[config.mk]
export PLATFORM = sky130hd
export DESIGN_NAME = mem_arb
export DESIGN_NICKNAME = d
export VERILOG_FILES = /design/src/rtl/mem_arb.sv
export SDC_FILE = /design/constraint.sdc
export NUM_CORES = 1
export LEC_CHECK = 0
export CAP_MARGIN = 20
export CORE_AREA = 2 2 104 106
export CTS_BUF_LIST = sky130_fd_sc_hd__clkbuf_8
export DETAILED_ROUTE_END_ITERATION = 7
export DIE_AREA = 0 0 106 108
export PLACE_DENSITY_LB_ADDON = 0.25
export SETUP_SLACK_MARGIN = 0.5
export SLEW_MARGIN = 30
export SYNTH_ARGS = -nofsm -noshare
export SYNTH_HDL_FRONTEND = slang
export SYNTH_SLANG_ARGS = --single-unit
export TNS_END_PERCENT = 10
[constraint.sdc]
create_clock -name CLK -period 2.4 [get_ports CLK]
set_input_delay 0.24 -clock CLK [delete_from_list [all_inputs] [get_ports CLK]]
set_output_delay 0.24 -clock CLK [all_outputs]
set_load 0.005 [all_outputs]
[src/rtl/mem_arb.sv]
// mem_arb: shares one single-ported RAM between an instruction fetch port
// and a data load/store port.
// Each access is one IDLE cycle that latches the grant, followed by one or
// more ACC cycles that end when the RAM reports ram_rdy.
// The RAM-side strobes and the requester wait/load outputs are driven
// combinationally from the state and the live requester inputs. This lets a
// requester that drops its request abort the access in the same cycle.
// If an access sees no ram_rdy for TMO consecutive ACC cycles, the arbiter
// locks into ERR and raises tmo_err. Only reset leaves ERR.
// Optional feature: define MEM_ARB_RR_EN for round-robin arbitration between
// simultaneous requests. Without it, data requests always win.
module mem_arb #(
    parameter int DATA_W = 32,
    parameter int ADDR_W = 32,
    parameter int TMO    = 64
) (
    input  logic              CLK,
    input  logic              RST,
    input  logic              iREN,
    input  logic [ADDR_W-1:0] iaddr,
    output logic [DATA_W-1:0] iload,
    output logic              iwait,
    input  logic              dREN,
    input  logic              dWEN,
    input  logic [ADDR_W-1:0] daddr,
    input  logic [DATA_W-1:0] dstore,
    output logic [DATA_W-1:0] dload,
    output logic              dwait,
    output logic              ramREN,
    output logic              ramWEN,
    output logic [ADDR_W-1:0] ramaddr,
    output logic [DATA_W-1:0] ramstore,
    input  logic [DATA_W-1:0] ramload,
    input  logic              ram_rdy,
    output logic              tmo_err
);

    localparam int CNT_W = $clog2(TMO + 1);
    localparam logic [CNT_W-1:0] CNT_LAST = CNT_W'(TMO - 1);

    typedef enum logic [1:0] {
        IDLE = 2'd0,
        IACC = 2'd1,
        DACC = 2'd2,
        ERR  = 2'd3
    } state_t;

    state_t           state;
    logic [CNT_W-1:0] cnt;
    logic             tmo_flag;

    logic dreq;       // data side wants the RAM (read, write, or both = write)
    logic grant_d;    // arbitration result when leaving IDLE
    logic acc_live;   // granted requester still asserting its request
    logic i_done;     // fetch completes this cycle
    logic d_done;     // data access completes this cycle

`ifdef MEM_ARB_RR_EN
    logic last_i;     // 1 = the fetch side was the last one served

    // On a conflict, the side that was not served last wins
    always_comb begin
        grant_d = dreq & (~iREN | last_i);
    end
`else
    // Fixed priority: any data request beats a simultaneous fetch
    always_comb begin
        grant_d = dreq;
    end
`endif

    // Decode request liveness and completion strobes
    always_comb begin
        dreq     = dREN | dWEN;
        acc_live = 1'b0;
        if (state == IACC) begin
            acc_live = iREN;
        end else if (state == DACC) begin
            acc_live = dreq;
        end
        i_done = (state == IACC) & iREN & ram_rdy;
        d_done = (state == DACC) & dreq & ram_rdy;
    end

    // Arbitration FSM with timeout counter and sticky error flag
    always_ff @(posedge CLK or posedge RST) begin
        if (RST) begin
            state    <= IDLE;
            cnt      <= '0;
            tmo_flag <= 1'b0;
`ifdef MEM_ARB_RR_EN
            last_i   <= 1'b1;
`endif
        end else begin
            case (state)
                IDLE: begin
                    cnt <= '0;
                    if (grant_d) begin
                        state <= DACC;
                    end else if (iREN) begin
                        state <= IACC;
                    end
                end
                IACC, DACC: begin
                    if (!acc_live) begin
                        // Requester withdrew: abandon the access without completing it
                        state <= IDLE;
                    end else if (ram_rdy) begin
                        state <= IDLE;
`ifdef MEM_ARB_RR_EN
                        last_i <= (state == IACC);
`endif
                    end else begin
                        cnt <= cnt + CNT_W'(1);
                        if (cnt == CNT_LAST) begin
                            state    <= ERR;
                            tmo_flag <= 1'b1;
                        end
                    end
                end
                ERR: begin
                    state <= ERR;
                end
                default: begin
                    state <= IDLE;
                end
            endcase
        end
    end

    // RAM strobes and requester handshakes, driven from state and live inputs
    always_comb begin
        ramREN   = 1'b0;
        ramWEN   = 1'b0;
        ramaddr  = '0;
        ramstore = '0;
        case (state)
            IACC: begin
                ramREN  = iREN;
                ramaddr = iaddr;
            end
            DACC: begin
                ramREN   = dREN & ~dWEN;
                ramWEN   = dWEN;
                ramaddr  = daddr;
                ramstore = dstore;
            end
            default: begin
                ramREN = 1'b0;
            end
        endcase
        iwait   = iREN & ~i_done;
        dwait   = dreq & ~d_done;
        iload   = i_done ? ramload : '0;
        dload   = d_done ? ramload : '0;
        tmo_err = tmo_flag;
    end

endmodule

==> out/results.tsv, run 1 <==
metric	value	unit
design.core.area	10200	um2
start_kind	flop	
crit-reg2reg-launch	state[1]	
grt_pass1_wl	16.6	mm
multi_input_area	1730	um2
synth_warnings	0	
reg2reg_to	cnt[5]	
yosysTopAreaCell	and2_1	
worst-path-max-fanout	8	
fp.dieH	108	um
clk_path_buf_depth	2	
netlist_area	1810	um2
place_ws	0.190	ns
drive_gt1_share	30.3	%
clock_sinks	10	
ys_types	29	
vias	3032	
drt-initial-drc-count	115	
grt_max_degree	35	
antenna_found_initial	0	
clock.fmax	481	MHz
root_buffer	clkbuf_8	
cp-startpoint	state[1]	
reg2reg_slack	0.39	ns
critPathRequiredTime	2.16	ns
die_w	106	um
diodes	0	
slew_headroom	61.8	%
r2r_cells	8	
grt_pass1_vias	3058	
synth_top_area_share	33.9	%
syn_nets	398	
max-vdd-ir-drop	0.000434	V
layout_commonest_cell	clkdlybuf4s50_1	
cts_tree	built	
setup_ws	0.322	ns
fin_nets	692	
worstSetupPathType	reg -> out	
start_util	17.7	%
crit_arrival	1.84	ns
crit_end	ramaddr[0]	
hold_class	in -> async	
ys_ff_latch	10	
n_fill_cell	970	
final_cell_mix	clkdlybuf4s50_1, and2_1, dlygate4sd2_1	
clk_latency	0.24	ns
finalHoldViolCount	0	
syn_avg_cell_area	6.98	um2
drv_slew	0	
drtAntennaViolNets	0	
post-route-period-util	86.6	%
place_congestion	0.885	
ys_seq_area_share	13.9	%
grt_usage	18.5	%
clk_pin_slew	0.05	ns
port_buffers	266	
p_leak	2.48	nW
wl_per_cell	17.2	um
tightestPinTransition	0.569	ns
wl	11.8	mm
area_growth_syn_to_layout	194	%
pin_count	267	
remaining_drc_errors	0	
avgViaCountPerCell	4.41	
status	complete, no violations	
synthesis.instances	259	
fin_tns_setup	0	ns
fin_skew	0.00158	ns
cts_made_buffers	3	
first_pass_iters	4	
pwr_density_cell	746	nW/um2
synthTopCellsByArea	and2_1, dfrtp_1, a22oi_1, nor2b_1, clkbuf_1	
dp_hpwl	8.00	mm
rsz0062_at_grt	true	
htreeDepth	1	
cap_violations	0	
die-area	11400	um2
grt_overflow	0	
setup_viol	0	
rows	37	
fin_crit	2.08	ns
ff_latch_area	251	um2
cp-end-kind	output pin	
[metrics by stage]
step	util (%)	power [mW]	hold WS (ns)	cells	instance area, um2
5_1_grt	51.9	4.21	0.343	688	5310
6_report	51.9	3.96	0.306	688	5310
3_5_place_dp	45.8	2.75	0.456	650	4690
3_3_place_gp	45.8	2.74	0.471	650	4690
4_1_cts	50.1	3.69	0.314	683	5120
2_1_floorplan	-	1.29	0.0802	259	1810
[how the worst min path moves through the flow]
| stage | end | cells past startpoint |
|---|---|---|
| 2_1_floorplan | cnt[0] | 1 |
| 3_3_place_gp | tmo_err | 1 |
| 3_5_place_dp | tmo_err | 1 |
| 4_1_cts | cnt[0] | 2 |
| 5_1_grt | cnt[0] | 2 |
| 6_report | cnt[0] | 2 |
[critical path, cell delays in order (launching register included)]
cell and delay [ns]:
dfrtp_1 0.39, buf_6 0.13, buf_6 0.11, ha_4 0.18, buf_12 0.15, clkbuf_16 0.17
a22oi_2 0.15, nor2b_1 0.06, dlygate4sd2_1 0.26
[flip-flops by register name (all words and copies together), names as in the netlist]
register / cells
tmo_err: 1
cnt: 7
state: 2
[kinds of logic after synthesis]
logic type	count (synthesis)	synth area share (%)
and+or+nand+nor	165	54.5
muxes	5	2.77
AOI/OAI and AO/OA	49	20.1
buffers and inverters	25	5.33
DFF	10	13.9
adders and majority gates	5	3.46
[per-layer routing]
metal  vias to the layer above  global-route usage (%)  wire (um)
li1                       1468                       -          -
met1                      1402                    20.0       4400
met2                       154                    37.4       6460
met3                         8                    3.62        855
met4                         0                    3.29         98
met5                         -                       0          0
[cell usage after synthesis]
library cell,instances
nor2b_1,35
clkbuf_1,19
ha_1,5
o41ai_1,1
a21o_1,1
nand4b_1,1
o21ai_2,1
or4_1,2
and2_1,98
o21a_4,1
nor2_1,7
dfrtp_1,10
mux2i_1,5
o221ai_1,1
nand4_1,1
nand3_1,5
o32a_1,1
nand2_1,11
o21ai_0,4
and4_1,1
inv_1,4
o31ai_1,2
a22oi_1,32
buf_2,2
o22ai_1,1
nand2b_1,1
nor3_1,3
a21oi_1,3
o211ai_1,1
[power by group]
part           switching (mW)  leakage (nW)  internal, mW  total [mW]
combinational            1.40          2.31          2.12        3.52
clock                  0.0696        0.0288         0.144       0.214
sequential             0.0303         0.135         0.196       0.226
total                    1.50          2.48          2.46        3.96
[layout make-up]
type / count / share of cell area [%]
Timing Repair Buffer: 310 / 58.2
Clock buffer: 4 / 1.04
Inverter: 4 / 0.330
Sequential cell: 10 / 4.74
Tap cell: 136 / 3.21
Multi-Input combinational cell: 224 / 32.5
[repair_timing]
item / in CTS / in global routing
cloned: 11 / 3
gates resized for setup: 380 / 33
endpoints found under the setup margin: 135 / 142
pin swaps: 10 / 12
setup buffers: 18 / 2
hold buffers: 0 / 0
Power figures use the tool's default switching activity.
==> run 2, diff against run 1 <==
==> constraint.sdc (replaced) <==
create_clock -name CLK -period 2.4 [get_ports CLK]
set_input_delay 0.48 -clock CLK [delete_from_list [all_inputs] [get_ports CLK]]
set_output_delay 0.48 -clock CLK [all_outputs]
set_load 0.005 [all_outputs]
==> out/results.tsv, run 2 (same netlist as run 1, synthesis figures left out) <==
metric	value	unit	change
fin_tns_setup	0	ns	unchanged
clock_sinks	10		unchanged
crit_arrival	1.79	ns	was 1.84 ns
critPathRequiredTime	1.92	ns	was 2.16 ns
clk_pin_slew	0.05	ns	about the same
dp_hpwl	7.97	mm	was 8.00 mm
min_to	tmo_err		
tightestPinTransition	0.502	ns	was 0.569 ns
total_power	4.02	mW	was 3.96 mW
grt_overflow	0		unchanged
remaining_drc_errors	0		unchanged
clock.fmax	440	MHz	was 481 MHz
wl	11.3	mm	was 11.8 mm
port_buffers	266		unchanged
grt_pass1_wl	16.5	mm	was 16.6 mm
n_fill_cell	952		was 970
reg2reg_slack	0.25	ns	was 0.39 ns
drtAntennaViolNets	0		unchanged
drive_gt1_share	30.6	%	was 30.3%
final_cell_mix	clkdlybuf4s50_1, and2_1, dlygate4sd2_1		unchanged
wl_per_cell	16.3	um	was 17.2 um
grt_usage	18.1	%	was 18.5%
crit_slowest_cell	dfrtp_1		unchanged
place_congestion	0.819		was 0.885
pwr_density_cell	749	nW/um2	was 746 nW/um2
worst-path-max-fanout	16		was 8
drv_slew	0		unchanged
setup_viol	0		unchanged
start_util	17.7	%	unchanged
layout_commonest_cell	clkdlybuf4s50_1		unchanged
grt_max_degree	37		was 35
hold_class	reg -> reg		was in -> async
htreeDepth	1		unchanged
hp-start	tmo_err		
cts_tree	built		unchanged
cap_violations	0		unchanged
max-vdd-ir-drop	0.000401	V	was 0.000434 V
fin_skew	0.00628	ns	was 0.00158 ns
slowest_delay	0.37	ns	was 0.39 ns
avgViaCountPerCell	4.39		was 4.41
diodes	0		unchanged
first_pass_iters	4		unchanged
grt_pass1_vias	3139		was 3,058
drt-initial-drc-count	101		was 115
reg2reg_to	cnt[3]		was cnt[5]
cts_made_buffers	3		unchanged
largest_register	cnt		unchanged
p_leak	2.38	nW	was 2.48 nW
root_buffer	clkbuf_8		unchanged
fin_nets	698		was 692
status	complete, no violations		unchanged
area_growth_syn_to_layout	197	%	was 194%
die-area	11400	um2	unchanged
cp-end-kind	output pin		unchanged
crit-reg2reg-launch	state[0]		was state[1]
finalHoldViolCount	0		unchanged
largest_reg_flops	7		unchanged
die_w	106	um	unchanged
place_ws	-0.212	ns	was 0.190 ns
clk_latency	0.25	ns	was 0.24 ns
r2r_cells	9		was 8
slew_headroom	66.3	%	was 61.8%
vias	3047		was 3,032
design.core.area	10200	um2	unchanged
pin_count	267		unchanged
start_kind	flop		unchanged
rows	37		unchanged
fp.dieH	108	um	unchanged
fin_crit	2.27	ns	was 2.08 ns
hold_buffers	0		unchanged
hold_ws	0.479	ns	was 0.306 ns
path_cells	inv_2 -> buf_6 -> ha_4 -> buf_4 -> buf_12 -> buf_16 -> nor2b_1 -> clkdlybuf4s15_1		was buf_6 -> buf_6 -> ha_4 -> buf_12 -> clkbuf_16 -> a22oi_2 -> nor2b_1 -> dlygate4sd2_1
whs_path_depth	1		
setup_ws	0.130	ns	was 0.322 ns
post-route-period-util	94.6	%	was 86.6%
clk_path_buf_depth	2		unchanged
worstSetupPathType	reg -> out		unchanged
rsz0062_at_grt	true		unchanged
antenna_found_initial	0		unchanged
==> run 2: cell type report <==
class | instances | area, um2 | share of cell area [%]
Inverter | 4 | 15.0 | 0.280
Tap cell | 136 | 170 | 3.17
Clock buffer | 4 | 55.1 | 1.03
Multi-Input combinational cell | 224 | 1740 | 32.5
Sequential cell | 10 | 250 | 4.67
Timing Repair Buffer | 316 | 3130 | 58.4
==> run 2: repair_timing <==
item	CTS	global route
gates cloned	7	2
pin swaps	10	15
resized for setup	290	79
buffers inserted	24	1
setup endpoints to repair	134	142
endpoints found under the hold margin	0	0
==> run 2: layer usage <==
metal	track usage, %	wire length, um	vias up
met1	19.8	4230	1400
met3	4.34	897	9
met5	0	0	-
met4	3.48	131	0
li1	-	-	1483
met2	35.5	6080	155
==> run 2: worst max-delay path by stage <==
stage	startpoint	to	cells after the start
finish	state[0]	ramaddr[17]	8
detailed placement	dREN	dload[4]	6
global placement	ram_rdy	iload[9]	6
floorplan	state[1]	iload[10]	7
CTS	state[0]	iload[17]	8
global route	state[1]	ramstore[19]	5
==> run 2: power by group <==
group          total [mW]  internal (mW)  leakage, nW  switching, mW
logic                3.58           2.22         2.21           1.36
clock network       0.220          0.145       0.0288         0.0755
registers           0.220          0.195        0.136         0.0251
total                4.02           2.56         2.38           1.46
==> run 2: metrics by stage <==
stage                     instance area, um2  instances  util, %
after CTS                               5300        691     51.8
final                                   5360        694     52.4
after floorplan                         1810        259        -
after detailed placement                4730        656     46.2
after global placement                  4730        656     46.2
after global routing                    5360        694     52.4
==> run 2: critical path: cells and delay by family, from the launching register on <==
kind,cells,cell delay [ns]
flip-flops,1,0.37
AND/OR/NAND/NOR,1,0.14
buffers and inverters,6,0.73
adder cells (fa/ha/maj),1,0.29
==> RTL change (config.mk and constraints of run 2) <==
Add a define of `MEM_ARB_RR_EN`.
--- a/src/rtl/mem_arb.sv
+++ b/src/rtl/mem_arb.sv
@@ -9,6 +9,8 @@
 // locks into ERR and raises tmo_err. Only reset leaves ERR.
 // Optional feature: define MEM_ARB_RR_EN for round-robin arbitration between
 // simultaneous requests. Without it, data requests always win.
+`define MEM_ARB_RR_EN
+
 module mem_arb #(
     parameter int DATA_W = 32,
     parameter int ADDR_W = 32,
Function: changed (a bounded check fails within 4 cycles, from zero or initial values and one cycle with RST high).
==> RTL change against run 2 <==
  * Non-clock buffer count down 4
  * Critical endpoint is now ramaddr[2]
  * Synthesized area rose by 1.9%
  * Setup slack lost 0.045 ns
  * Critical path type unchanged
  * Routed wire length is 2.8% lower
  * Cell area decreased by 1.6%
  * Sequential share of layout area grew 0.57 points
  * Power decreased by 3.9%
  * Sequential cell count increased by 1
==> RTL change: results (changes against run 2) <==
| Metric | Value |
|---|---|
| Initial antenna violation count | `0 (unchanged)` |
| Static leakage | `2.55 nW (+7.2%)` |
| Top cells by area, synth | `and2_1, dfrtp_1, a22oi_1, nor2b_1, clkbuf_1` |
| # diodes | `0 (unchanged)` |
| Global Route Usage Sum | `16.7% (-1.4 points)` |
| Unique masters post-synth | `31 (+6.9%)` |
| Top Registers | `cnt x7, state x2` |
| Largest net degree at the start of global routing | `34 (-8.1%)` |
| Clock slew at reported path FFs | `0.05 ns (about the same)` |
| Post-DP HPWL | `7.95 mm (-0.31%)` |
| Worst vdd ir | `0.561 mV (+40%)` |
| Register area share after synthesis | `15.0% (+1.2 points)` |
| Worst Tran Pin Value | `0.445 ns (-0.0570 ns)` |
| IO buf count | `266 (unchanged)` |
| Worst r2r path cells | `9 (unchanged)` |
| Commonest cells in the netlist | `and2_1, nor2b_1, a22oi_1, clkbuf_1` |
| Status | `finished, final reports clean` |
| # fillers | `964 (+1.3%)` |
| Post-Synthesis Cells | `263 (+1.5%)` |
| Ys Warns | `0 (unchanged)` |
| Worst-Skew Late Latency | `0.24 ns` |
| Nets | `697 (-0.14%)` |
| Top FF cell, synth | `dfrtp_1` |
| Fraction of the mapped netlist area in adder cells | `3.40% (-0.064 points)` |
| Global-route wire length before repair | `15.4 mm (-6.6%)` |
| Layout cells sized above 1 | `24.6% (-6.0 points)` |
| Synth async-reset ratio | `100% (unchanged)` |
| Clock root buffer | `clkbuf_8` |
| Synthesized net count | `402 (+1.0%)` |
| Post-Synth XOR/XNOR Area | `0% (unchanged)` |
| Mux cell area share after synthesis | `2.18% (-0.59 points)` |
| Longest Clk Path Bufs | `2 (unchanged)` |
| Htree depth | `1 (unchanged)` |
| Placed Area | `0.00475 sq mm (+0.40%)` |
| Clock Skews | `0.00180 ns (-0.00448 ns)` |
| Placed Cells | `659 (+0.46%)` |
| Vias in the first global route | `2889 (-8.0%)` |
| Vias | `2969 (-2.6%)` |
| Compound-gate portion of the synthesized area | `19.6% (-0.44 points)` |
| Hold Path Cell Cnt | `1 (unchanged)` |
| Hold Crit Class | `register to register` |
| Fin util | `51.6% (-0.82 points)` |
| Worst-path maximum fanout | `8 (-8)` |
| Routed WL | `11.0 mm (-2.8%)` |
| First-pass DRT Iterations | `4 (unchanged)` |
| Worst EP arrival | `1.84 ns (+0.05 ns)` |
| Non-filler cells, final | `693 (-0.14%)` |
| Starting DRT DRC Count | `118 (+17%)` |
| Inserted Clock Buffers | `3 (unchanged)` |
| Final Wtd Congestion | `0.802 (-2.1%)` |
-- RTL change: changes by cell type in the layout (fill, tap and decap cells not counted), moves of 5 or more --
cell | before | now
buf_2 | 26 | 12
a22oi_2 | 27 | 17
nor2b_1 | 28 | 35
a22oi_1 | 5 | 15
nor2b_4 | 5 | 0
dlymetal6s2s_1 | 0 | 16
dlygate4sd2_1 | 37 | 30
clkdlybuf4s15_2 | 5 | 0
-- RTL change: logic make-up after synthesis --
kind of cell | after synthesis
flip-flops | 11
AND/OR/NAND/NOR | 166
AO/OA/AOI/OAI | 50
multiplexers | 4
buffers and inverters | 27
adder cells (fa/ha/maj) | 5
-- RTL change: worst max-delay path, cell delays in order, from the launching register on --
cell and delay, ns:
dfrtp_1 0.40, buf_6 0.13, ha_4 0.18, buf_4 0.15, buf_12 0.12, buf_16 0.14, a22oi_2 0.15, nor2b_1 0.07
dlygate4sd2_1 0.26
-- RTL change: worst paths after layout --
path / from / end / slack (ns)
min in group asynchronous: RST / tmo_err / 0.54
max in group asynchronous: RST / last_i / 1.53
setup / recovery: state[1] / ramaddr[2] / 0.08
hold / removal: tmo_err / tmo_err / 0.46
hold reg to reg: tmo_err / tmo_err / 0.46
setup reg to reg: state[0] / state[1] / 0.28
-- RTL change: timing repair --
| action | in CTS | in global routing |
|---|---|---|
| gates resized for setup | 162 | 145 |
| gates cloned | 5 | 4 |
| pin swaps | 8 | 15 |
| buffers inserted | 15 | 6 |
| endpoints found under the setup margin | 135 | 142 |
-- RTL change: cell type report --
class,count,share of cell area (%)
Inverter,5,0.355
Multi-Input combinational cell,225,31.2
Timing Repair Buffer,312,59.1
Tap cell,136,3.22
Clock buffer,3,0.782
Clock inverter,1,0.0948
Sequential cell,11,5.24
-- RTL change: routing by layer --
layer / track usage, % / share of wire [%] / up-vias
met2: 32.4 / 54 / 123
met5: 0 / 0 / -
li1: - / - / 1483
met3: 3.56 / 7.7 / 4
met4: 1.88 / 0.24 / 0
met1: 19.3 / 38 / 1359
-- RTL change: power by group --
part | leakage (nW) | switching (mW) | internal (mW) | total, mW
clock | 0.0255 | 0.0757 | 0.115 | 0.190
combinational | 2.37 | 1.35 | 2.06 | 3.41
sequential | 0.146 | 0.0344 | 0.230 | 0.264
total | 2.55 | 1.46 | 2.41 | 3.86
-- RTL change: stage by stage --
step                      setup TNS (ns)  setup WS (ns)
after CTS                              0         0.0183
after floorplan                        0          0.579
after global placement            -13.27         -0.255
final                                  0         0.0848
after global routing                   0         0.0302
after detailed placement          -13.25         -0.232
